<file path="src/rtl/nreno_ack_engine.sv">
// NewReno per-ACK processor: S1 classifies the ACK against the flow context,
// S2 registers the updated context, window and retransmit request.
module nreno_ack_engine #(
  parameter int unsigned SEQ_W      = 32,
  parameter int unsigned WIN_W      = 9,
  parameter int unsigned CTX_W      = 2*SEQ_W+5*WIN_W+2,
  parameter int unsigned DUP_THRESH = 3
) (
  input  logic             clk,
  input  logic             rst,
  input  logic             in_valid,
  output logic             in_ready,
  input  logic [SEQ_W-1:0] ack_seq_in,
  input  logic [SEQ_W-1:0] next_new_in,
  input  logic [CTX_W-1:0] user_cntxt_in,
  output logic             out_valid,
  input  logic             out_ready,
  output logic [CTX_W-1:0] user_cntxt_out,
  output logic [WIN_W-1:0] wnd_size_out,
  output logic             mark_rtx,
  output logic [SEQ_W-1:0] rtx_start,
  output logic [SEQ_W-1:0] rtx_end,
  output logic             reset_timer
);

  // Context fields are packed from the LSB upward; the WIN_W bits left above
  // prev_hgst_ack are reserved and travel through untouched.
  localparam int unsigned CWND_LSB  = 0;
  localparam int unsigned DUP_LSB   = WIN_W;
  localparam int unsigned SS_LSB    = 2*WIN_W;
  localparam int unsigned WINC_LSB  = 3*WIN_W;
  localparam int unsigned TMO_BIT   = 4*WIN_W;
  localparam int unsigned REC_LSB   = 4*WIN_W+1;
  localparam int unsigned INREC_BIT = REC_LSB+SEQ_W;
  localparam int unsigned PREV_LSB  = INREC_BIT+1;

  localparam logic [WIN_W-1:0] WMAX = '1;
  localparam logic [WIN_W-1:0] WONE = WIN_W'(1);
  localparam logic [WIN_W-1:0] WTWO = WIN_W'(2);
  localparam logic [WIN_W-1:0] DTH  = WIN_W'(DUP_THRESH);

  typedef enum logic [1:0] {CLS_STALE, CLS_DUP, CLS_NEW} cls_e;

  logic s1_adv, s2_adv;
  logic s1_v_q, s2_v_q;

  logic [SEQ_W-1:0] s1_ack_q, s1_nn_q, s1_d_q;
  logic [CTX_W-1:0] s1_ctx_q;
  cls_e             s1_cls_q;

  logic [CTX_W-1:0] s2_ctx_q, s2_ctx_d;
  logic             s2_mark_q, s2_mark_d;
  logic             s2_rt_q, s2_rt_d;
  logic [SEQ_W-1:0] s2_rtxs_q, s2_rtxe_q;

  logic [SEQ_W-1:0] d_s0, o_s0;
  cls_e             cls_s0;

  assign s2_adv   = !s2_v_q || out_ready;
  assign s1_adv   = !s1_v_q || s2_adv;
  assign in_ready = s1_adv && !rst;

  always_comb begin
    d_s0   = ack_seq_in  - user_cntxt_in[PREV_LSB +: SEQ_W];
    o_s0   = next_new_in - user_cntxt_in[PREV_LSB +: SEQ_W];
    cls_s0 = CLS_STALE;
    if (d_s0 == '0) begin
      if (o_s0 != '0) cls_s0 = CLS_DUP;
    end else if (d_s0 <= o_s0) begin
      cls_s0 = CLS_NEW;
    end
  end

  always_ff @(posedge clk or posedge rst) begin
    if (rst) begin
      s1_v_q   <= 1'b0;
      s1_ack_q <= '0;
      s1_nn_q  <= '0;
      s1_d_q   <= '0;
      s1_ctx_q <= '0;
      s1_cls_q <= CLS_STALE;
    end else if (s1_adv) begin
      s1_v_q   <= in_valid;
      s1_ack_q <= ack_seq_in;
      s1_nn_q  <= next_new_in;
      s1_d_q   <= d_s0;
      s1_ctx_q <= user_cntxt_in;
      s1_cls_q <= cls_s0;
    end
  end

  logic [WIN_W-1:0] cwnd, dup, ss, winc, a, dup_inc, half, ss_fr;
  logic [WIN_W-1:0] n_cwnd, n_dup, n_ss, n_winc;
  logic [WIN_W:0]   sum_fr, sum_ss, t_ca, part;
  logic [SEQ_W-1:0] rec, fdist, n_rec, n_prev;
  logic             inrec, n_inrec, n_tmo;

  always_comb begin
    cwnd   = s1_ctx_q[CWND_LSB +: WIN_W];
    if (cwnd == '0) cwnd = WONE;
    dup    = s1_ctx_q[DUP_LSB +: WIN_W];
    ss     = s1_ctx_q[SS_LSB +: WIN_W];
    winc   = s1_ctx_q[WINC_LSB +: WIN_W];
    rec    = s1_ctx_q[REC_LSB +: SEQ_W];
    inrec  = s1_ctx_q[INREC_BIT];
    a      = (|(s1_d_q >> WIN_W)) ? WMAX : s1_d_q[WIN_W-1:0];
    dup_inc = (dup == WMAX) ? WMAX : dup + WONE;
    half   = cwnd >> 1;
    ss_fr  = (half < WTWO) ? WTWO : half;
    sum_fr = {1'b0, ss_fr} + (WIN_W+1)'(3);
    sum_ss = {1'b0, cwnd} + {1'b0, a};
    t_ca   = {1'b0, winc} + {1'b0, a};
    part   = {1'b0, cwnd} + (WIN_W+1)'(1);
    fdist  = s1_ack_q - SEQ_W'(1) - rec;

    n_cwnd  = cwnd;
    n_dup   = dup;
    n_ss    = ss;
    n_winc  = winc;
    n_tmo   = s1_ctx_q[TMO_BIT];
    n_rec   = rec;
    n_inrec = inrec;
    n_prev  = s1_ctx_q[PREV_LSB +: SEQ_W];
    s2_mark_d = 1'b0;
    s2_rt_d   = 1'b0;

    case (s1_cls_q)
      CLS_DUP: begin
        n_dup = dup_inc;
        if (dup_inc == DTH && !inrec) begin
          n_ss      = ss_fr;
          n_cwnd    = sum_fr[WIN_W] ? WMAX : sum_fr[WIN_W-1:0];
          n_inrec   = 1'b1;
          n_rec     = s1_nn_q - SEQ_W'(1);
          s2_mark_d = 1'b1;
        end else if (inrec && dup_inc > DTH) begin
          n_cwnd = (cwnd == WMAX) ? WMAX : cwnd + WONE;
        end
      end
      CLS_NEW: begin
        n_dup   = '0;
        n_tmo   = 1'b0;
        n_prev  = s1_ack_q;
        s2_rt_d = 1'b1;
        if (inrec && !fdist[SEQ_W-1]) begin
          n_cwnd  = (ss == '0) ? WONE : ss;
          n_inrec = 1'b0;
        end else if (inrec) begin
          s2_mark_d = 1'b1;
          // cwnd+1 > a keeps the difference at least 1
          n_cwnd = (part > {1'b0, a}) ? WIN_W'(part - {1'b0, a}) : WONE;
        end else if (cwnd < ss) begin
          n_cwnd = sum_ss[WIN_W] ? WMAX : sum_ss[WIN_W-1:0];
        end else if (t_ca >= {1'b0, cwnd}) begin
          n_cwnd = (cwnd == WMAX) ? WMAX : cwnd + WONE;
          n_winc = (t_ca - {1'b0, cwnd} > {1'b0, WMAX}) ? WMAX
                                                        : WIN_W'(t_ca - {1'b0, cwnd});
        end else begin
          n_winc = t_ca[WIN_W-1:0];
        end
      end
      default: ;
    endcase

    s2_ctx_d = s1_ctx_q;
    s2_ctx_d[CWND_LSB +: WIN_W] = n_cwnd;
    s2_ctx_d[DUP_LSB +: WIN_W]  = n_dup;
    s2_ctx_d[SS_LSB +: WIN_W]   = n_ss;
    s2_ctx_d[WINC_LSB +: WIN_W] = n_winc;
    s2_ctx_d[TMO_BIT]           = n_tmo;
    s2_ctx_d[REC_LSB +: SEQ_W]  = n_rec;
    s2_ctx_d[INREC_BIT]         = n_inrec;
    s2_ctx_d[PREV_LSB +: SEQ_W] = n_prev;
  end

  always_ff @(posedge clk or posedge rst) begin
    if (rst) begin
      s2_v_q    <= 1'b0;
      s2_ctx_q  <= '0;
      s2_mark_q <= 1'b0;
      s2_rt_q   <= 1'b0;
      s2_rtxs_q <= '0;
      s2_rtxe_q <= '0;
    end else if (s2_adv) begin
      s2_v_q    <= s1_v_q;
      s2_ctx_q  <= s2_ctx_d;
      s2_mark_q <= s2_mark_d;
      s2_rt_q   <= s2_rt_d;
      s2_rtxs_q <= s1_ack_q;
      s2_rtxe_q <= s1_ack_q + SEQ_W'(1);
    end
  end

  assign out_valid      = s2_v_q;
  assign user_cntxt_out = s2_ctx_q;
  assign wnd_size_out   = s2_ctx_q[CWND_LSB +: WIN_W];
  assign mark_rtx       = s2_v_q && s2_mark_q;
  assign reset_timer    = s2_v_q && s2_rt_q;
  assign rtx_start      = s2_rtxs_q;
  assign rtx_end        = s2_rtxe_q;

endmodule
</file>
<file path="config.mk">
export PLATFORM = sky130hd
export DESIGN_NAME = nreno_ack_engine
export DESIGN_NICKNAME = d
export VERILOG_FILES = /design/src/rtl/nreno_ack_engine.sv
export SDC_FILE = /design/constraint.sdc
export NUM_CORES = 1
export LEC_CHECK = 0
export ABC_AREA = 1
export ABC_CLOCK_PERIOD_IN_PS = 14600
export CAP_MARGIN = 20
export CORE_AREA = 2 2 232 234
export CTS_CLUSTER_SIZE = 14
export DETAILED_ROUTE_END_ITERATION = 10
export DIE_AREA = 0 0 234 236
export PLACE_DENSITY = 0.79
export SYNTH_ARGS = -nofsm -noshare
export SYNTH_HDL_FRONTEND = slang
export SYNTH_SLANG_ARGS = --single-unit
</file>
<file path="constraint.sdc">
create_clock -name clk -period 14.6 [get_ports clk]
set_input_delay 2.92 -clock clk [delete_from_list [all_inputs] [get_ports clk]]
set_output_delay 2.92 -clock clk [all_outputs]
set_load 0.1 [all_outputs]
</file>
==> impl_results.md, run 1 <==
* Synth Area per Inst at between 6 and 7 sq um
* GRT overflow at 0
* Rows at 85
* Distinct cells, synth at 50
* Worst Tran Pin Value at 1.12 ns
* Worst setup path end: in_ready
* Routability Congestion at approximately 1
* Final Instance Count excl. Fillers at between 4,000 and 5,000
* CTS tree: built
* CTS Hold Buffers Added at 0
* Clock Path Buffers at 3
* Mux contribution to synthesized area at 0.000422
* Routed WL per cell at between 20 and 25 um
* Asr flop ratio synth at 1.00
* RR Startpoint: s1_d_q[12]$_DFFE_PP0N_
* I/O Buffers at 366
* Global-route wire length before repair at 149,000 um
* Initial antenna violation count at 1
* First-pass DRT Iterations at 6
* Worst-Skew Late Latency at between 0.5 and 0.6 ns
* Post-Synth Adder-Cell Area at 0.0865
* Register area share after synthesis at 0.364
* Hold Path Class: flop to flop
* Peak supply drop at approximately 0.10 mV
* Clk root buf: clkbuf_16
* RR Endpoint: user_cntxt_out[4]$_DFFE_PP0P_
* Xor and xnor area share after synthesis at 0.0233
* H-tree level count at 2
* DP HPWL at 78,200 um
* Chip Height at about 240 um
* Crit. End Element: output port
* Vias in the first global route at between 20,000 and 30,000
* Die Wd at between 200 and 250 um
* GRT Total Usage at 0.354
* Top cell type by total area after synthesis: dfrtp_1
* Status: completed
* Initial Util at 0.503
* Fill cells at approximately 5,000
* Die ar. at between 50,000 and 60,000 sq um
* Slew HR at 0.251
* Post-synth EDFFs at 0
* Core Area at between 50,000 and 60,000 sq um
* Largest net degree at the start of global routing at approximately 110
* Fin. max-slew vios at 0
* Syn_nets at approximately 4,300
* I/O Pins at approximately 370
* Synthesized flop and latch total at approximately 390
* Hold Crit Depth at 2
* Main combinational cell family by area after synthesis: simple AND/OR/NAND/NOR gates
* Clock-pin slew on the worst setup and hold paths at ~0.060 ns
* Post-Route Setup TNS at 0 ns
* Pleak at 16.5 nW
* PwrDens at between 100 and 150 nW/um^2
* Hold_ws at approximately 0.48 ns
* Residual DRC at 0
* Routed Wire Length at around 99,000 um
* Cell Area, Synth at roughly 27,000 sq um
* Final Skew at around 0.024 ns
* Place WS at 4.91 ns
* Number of max-cap violations at 0
* Final Hold Vio Count at 0
* Via density at 5.49
* Critical-path maximum fanout at ~110
* Reg2Reg Depth at 28
* Period utilisation layout at 0.670
* Kind of critical path: input pin to output port
* TritonCTS buffer count at 38
* Ratio of cells with drive above 1 in the final layout at 0.0262
* Prevailing post-synth register cell: dfrtp_1
* Post-placement cell count at just under 5,000
* Routed vias at around 27,000
* Remaining antenna violation count at 0
* Simple-Gate Fraction of Synth Area at 0.304
* Post-CTS Setup Repair Bufs at 0
* Fin nets at around 4,600
* Synth Area in Compound Gates at 0.121
* Min Tclk post-route at 9.79 ns
* Yosys warnings at 0
* Ranking of synthesized cells by area: dfrtp_1 36%, nand2_1 19%, ha_1 8.2%
* Endpoints failing setup at 0
* Final WS setup at 4.81 ns
* Critical Path Source: out_ready
* RSZ-0062 raised after global routing: no
* Cells after synthesis at around 3,900
* Data arrival, critical path at 6.87 ns
* Crit start category: input pin
* Area Overhead vs Synth at 19.9%
* Worst reg2reg setup slack at between 8 and 9 ns
* Power Total at between 0.004 and 0.005 W
* Max Freq at roughly 100 MHz
* Initial DRC count at approximately 2,700
* WP data required at about 12 ns
* Post-CTS sizing at 0
* Share of the synthesized area in the top cell type at 0.364
* CTS Sinks at 388
[layout by cell type, fill, tap and decap left out, types with 20 or more instances in the layout]
master	netlist	layout
nor3_1	34	34
xnor2_1	20	20
nand2_1	1358	1358
clkdlybuf4s50_1	0	366
nand4_1	51	51
inv_1	565	562
ha_1	175	174
o211ai_1	27	27
nand3_1	195	195
a21oi_1	205	205
xor2_1	51	51
nor2_1	270	268
dfrtp_1	388	388
clkbuf_16	0	38
o21ai_0	298	298
nand3b_1	22	22
[worst min-delay path by stage]
stage / slack (ns) / startpoint / to
floorplan: 0.42 / s1_v_q$_DFFE_PP0N_ / out_valid$_DFFE_PP0P_
global placement: 0.45 / s1_ctx_q[105]$_DFFE_PP0N_ / user_cntxt_out[105]$_DFFE_PP0P_
detailed placement: 0.46 / s1_ctx_q[104]$_DFFE_PP0N_ / user_cntxt_out[104]$_DFFE_PP0P_
CTS: 0.48 / s1_ctx_q[105]$_DFFE_PP0N_ / user_cntxt_out[105]$_DFFE_PP0P_
global route: 0.50 / s1_d_q[20]$_DFFE_PP0N_ / s1_d_q[20]$_DFFE_PP0N_
finish: 0.48 / s1_ctx_q[107]$_DFFE_PP0N_ / user_cntxt_out[107]$_DFFE_PP0P_
[synth_stat cells (all sizes together), types with 2 or more instances]
library cell / n
nor4: 13
and3: 2
nor2: 278
nor3: 36
and2: 8
clkbuf: 107
ha: 175
or2: 8
nand3b: 23
nand2: 1361
o21ai: 308
xor2: 51
dfrtp: 388
o21a: 7
fa: 6
o211ai: 27
o221ai: 4
xnor2: 20
a21o: 4
a21oi: 207
a31oi: 13
o21bai: 13
nand3: 198
a22oi: 9
buf: 29
o31ai: 5
nand4: 52
inv: 568
[logic make-up (layout without fill, tap and decap cells)]
family / Yosys count / after routing
AND/OR/NAND/NOR: 1982 / 1982
buffers and inverters: 704 / 1016
AO/OA/AOI/OAI: 600 / 600
flip-flops: 388 / 388
adder cells (fa/ha/maj): 181 / 181
XOR/XNOR: 71 / 71
multiplexers: 1 / 1
other: 0 / 1
[per-stage QoR]
step	cell area, sq um	util
global route	32000	0.603
finish	32000	0.603
global placement	30800	0.580
CTS	32000	0.603
floorplan	26700	-
detailed placement	30800	0.580
[where the power goes]
| part | switching (W) | internal [W] |
|---|---|---|
| Clock | 0.000432 | 0.000551 |
| Sequential | 0.000176 | 0.00125 |
| Combinational | 0.00163 | 0.000548 |
| Total | 0.00224 | 0.00235 |
[area by class of cell]
class	instances	area [sq um]	share of cell area
multi-input combinational	2835	14300	0.447
timing repair buffer	381	3780	0.118
clock inverter	13	146	0.00457
inverter	568	2140	0.0669
sequential	388	9710	0.303
tap	696	871	0.0272
clock buffer	54	1070	0.0335
antenna	1	2.50	0.0000782
[routing by layer]
| metal | GRT usage | part of all wire | vias to the layer above |
|---|---|---|---|
| met2 | 0.540 | 0.44 | 1147 |
| met4 | 0.197 | 0.063 | 2 |
| met3 | 0.0401 | 0.078 | 240 |
| met1 | 0.490 | 0.42 | 12674 |
| li1 | - | - | 13043 |
| met5 | 0 | 0.00012 | - |
[state kept, by name, summed over array words and instances (netlist names)]
signal          cells
rtx_end            32
s2_mark_q           1
s1_ctx_q          111
s2_rt_q             1
s1_d_q             32
rtx_start          32
s1_nn_q            32
s1_ack_q           32
s1_cls_q            2
s1_v_q              1
out_valid           1
user_cntxt_out    111
[critical path: stages]
cell and delay [ns]:
clkdlybuf4s50_1 0.44, nor2_4 0.11, buf_4 0.50, inv_4 0.42, nor2_4 0.18, buf_4 0.56
inv_6 0.39, nand2_1 0.16, inv_1 0.05, clkdlybuf4s50_1 0.96
Power figures use the tool's default switching activity.
==> inputs of run 2 (changes only) <==
==> config.mk (replaced) <==
export PLATFORM = sky130hd
export DESIGN_NAME = nreno_ack_engine
export DESIGN_NICKNAME = d
export VERILOG_FILES = /design/src/rtl/nreno_ack_engine.sv
export SDC_FILE = /design/constraint.sdc
export NUM_CORES = 1
export LEC_CHECK = 0
export ABC_AREA = 1
export ABC_CLOCK_PERIOD_IN_PS = 9450
export CAP_MARGIN = 20
export CORE_AREA = 2 2 222 224
export CTS_CLUSTER_SIZE = 14
export DETAILED_ROUTE_END_ITERATION = 10
export DIE_AREA = 0 0 224 226
export PLACE_DENSITY = 0.82
export SYNTH_ARGS = -nofsm -noshare
export SYNTH_HDL_FRONTEND = slang
export SYNTH_SLANG_ARGS = --single-unit
==> constraint.sdc (replaced) <==
create_clock -name clk -period 9.45 [get_ports clk]
set_input_delay 1.89 -clock clk [delete_from_list [all_inputs] [get_ports clk]]
set_output_delay 1.89 -clock clk [all_outputs]
set_load 0.1 [all_outputs]
==> impl_results.md, run 2 (synthesized netlist as in run 1, its figures left out) <==
* Status: completed
* CP max stage cell: buf_4
* Initial antenna violation count at 0
* Peak supply drop at between 0.1 and 0.15 mV
* Die Wd at 224 um
* Via density at between 5 and 6
* CTS tree: built
* Max Freq at roughly 160 MHz
* Crit. End Element: output port
* Remaining antenna violation count at 0
* Clock-pin slew on the worst setup and hold paths at ~0.060 ns
* Initial DRC count at 3,290
* Pleak at approximately 17 nW
* Area Overhead vs Synth at 20.5%
* First-pass DRT Iterations at 8
* Vias in the first global route at 26,002
* Routed Wire Length at 98,900 um
* Rows at between 80 and 90
* Core Area at roughly 48,000 sq um
* DP HPWL at ~77,000 um
* TritonCTS buffer count at 42
* Data arrival, critical path at 4.55 ns
* Min Tclk post-route at 6.44 ns
* Largest stage delay, worst path at 0.64 ns
* Largest net degree at the start of global routing at 91
* Routability Congestion at slightly above 1
* CTS Hold Buffers Added at 0
* Period utilisation layout at 0.682
* CP delay by family, top: buffers and inverters
* CTS Sinks at roughly 390
* Worst Tran Pin Value at 1.18 ns
* GRT overflow at 0
* Crit start category: input pin
* Final Skew at 0.0258 ns
* Fill cells at around 4,300
* Post-CTS Setup Repair Bufs at 0
* Slew HR at 0.213
* Finished Core Util at 0.666
* Clock Path Buffers at 3
* Fin. max-slew vios at 0
* Power Total at between 0.007 and 0.008 W
* Hold Path Class: flop to flop
* Commonest non-fill, non-tap cell in the layout: nand2_1
* CP Cell Sequence: clkdlybuf4s50_1, nor2_4, buf_4, inv_4, nor2_4, inv_6, nand2_1, inv_1, buf_4
* Chip Height at ~230 um
* Hold_ws at ~0.48 ns
* Number of max-cap violations at 0
* Critical-path maximum fanout at 84
* I/O Buffers at ~370
* Number of diodes at 0
* Worst-Skew Late Latency at around 0.59 ns
* Routed WL per cell at 20.3 um
* Kind of critical path: input pin to output port
* Post-CTS sizing at 0
* I/O Pins at approximately 370
* PwrDens at between 200 and 250 nW/um^2
* Global-route wire length before repair at between 150,000 and 200,000 um
* Fin nets at roughly 4,600
* CP bufs+invs at 6
* Residual DRC at 0
* Clk root buf: clkbuf_16
* Ratio of cells with drive above 1 in the final layout at 0.0299
* WP data required at approximately 7.6 ns
* Most frequent cells in the layout: 1,358 x nand2_1, 562 x inv_1, 388 x dfrtp_1
* H-tree level count at 2
* Post-Route Setup TNS at 0 ns
* RSZ-0062 raised after global routing: no
* Routed vias at around 27,000
* Placed Area at 30,700 sq um
* Final instance area at about 32,000 sq um
* Final Hold Vio Count at 0
* Die ar. at between 50,000 and 60,000 sq um
* Initial Util at 0.552
* GRT Total Usage at 0.392
* Endpoints failing setup at 0
[run 2: worst paths after layout]
check,start,endpoint,slack [ns],depth (start not counted)
worst max-delay path,out_ready,in_ready,3.01,9
worst min-delay path,s1_ctx_q[103]$_DFFE_PP0N_,user_cntxt_out[103]$_DFFE_PP0P_,0.48,2
worst max register to register,s1_d_q[25]$_DFFE_PP0N_,user_cntxt_out[8]$_DFFE_PP0P_,3.56,26
worst min register to register,s1_ctx_q[103]$_DFFE_PP0N_,user_cntxt_out[103]$_DFFE_PP0P_,0.48,2
max in group asynchronous,rst,s1_ctx_q[33]$_DFFE_PP0N_,5.60,4
min in group asynchronous,rst,user_cntxt_out[46]$_DFFE_PP0P_,1.75,2
[run 2: final cells by class]
cell class                      instances  area [sq um]  share of cell area
Clock buffer                           56          1190              0.0371
Clock inverter                         20           270             0.00840
Inverter                              568          2140              0.0666
Multi-Input combinational cell       2835         14300               0.444
Sequential cell                       388          9710               0.302
Tap cell                              622           778              0.0242
Timing Repair Buffer                  382          3780               0.118
[run 2: layer usage]
layer,vias up,share of wire,global-route usage
met4,0,0.059,0.207
li1,13059,-,-
met1,12825,0.41,0.526
met2,1336,0.44,0.615
met3,249,0.090,0.0593
met5,-,0,0
[run 2: power by group]
group,switching (W),leakage [nW],internal [W]
sequential,0.000274,4.66,0.00193
clock,0.000731,0.717,0.00101
combinational,0.00252,11.2,0.000849
total,0.00352,16.6,0.00379
[run 2: tightest hold or removal path: stages (launching register included)]
cell,delay (ns)
dfrtp_1,0.34
nand2_1,0.05
nand2_1,0.05
[run 2: through the flow]
step	worst slack (ns)	std cells
final	3.01	4871
after floorplan	-0.500	3927
after CTS	3.08	4871
after global routing	2.84	4871
after detailed placement	3.10	4795
after global placement	3.11	4795
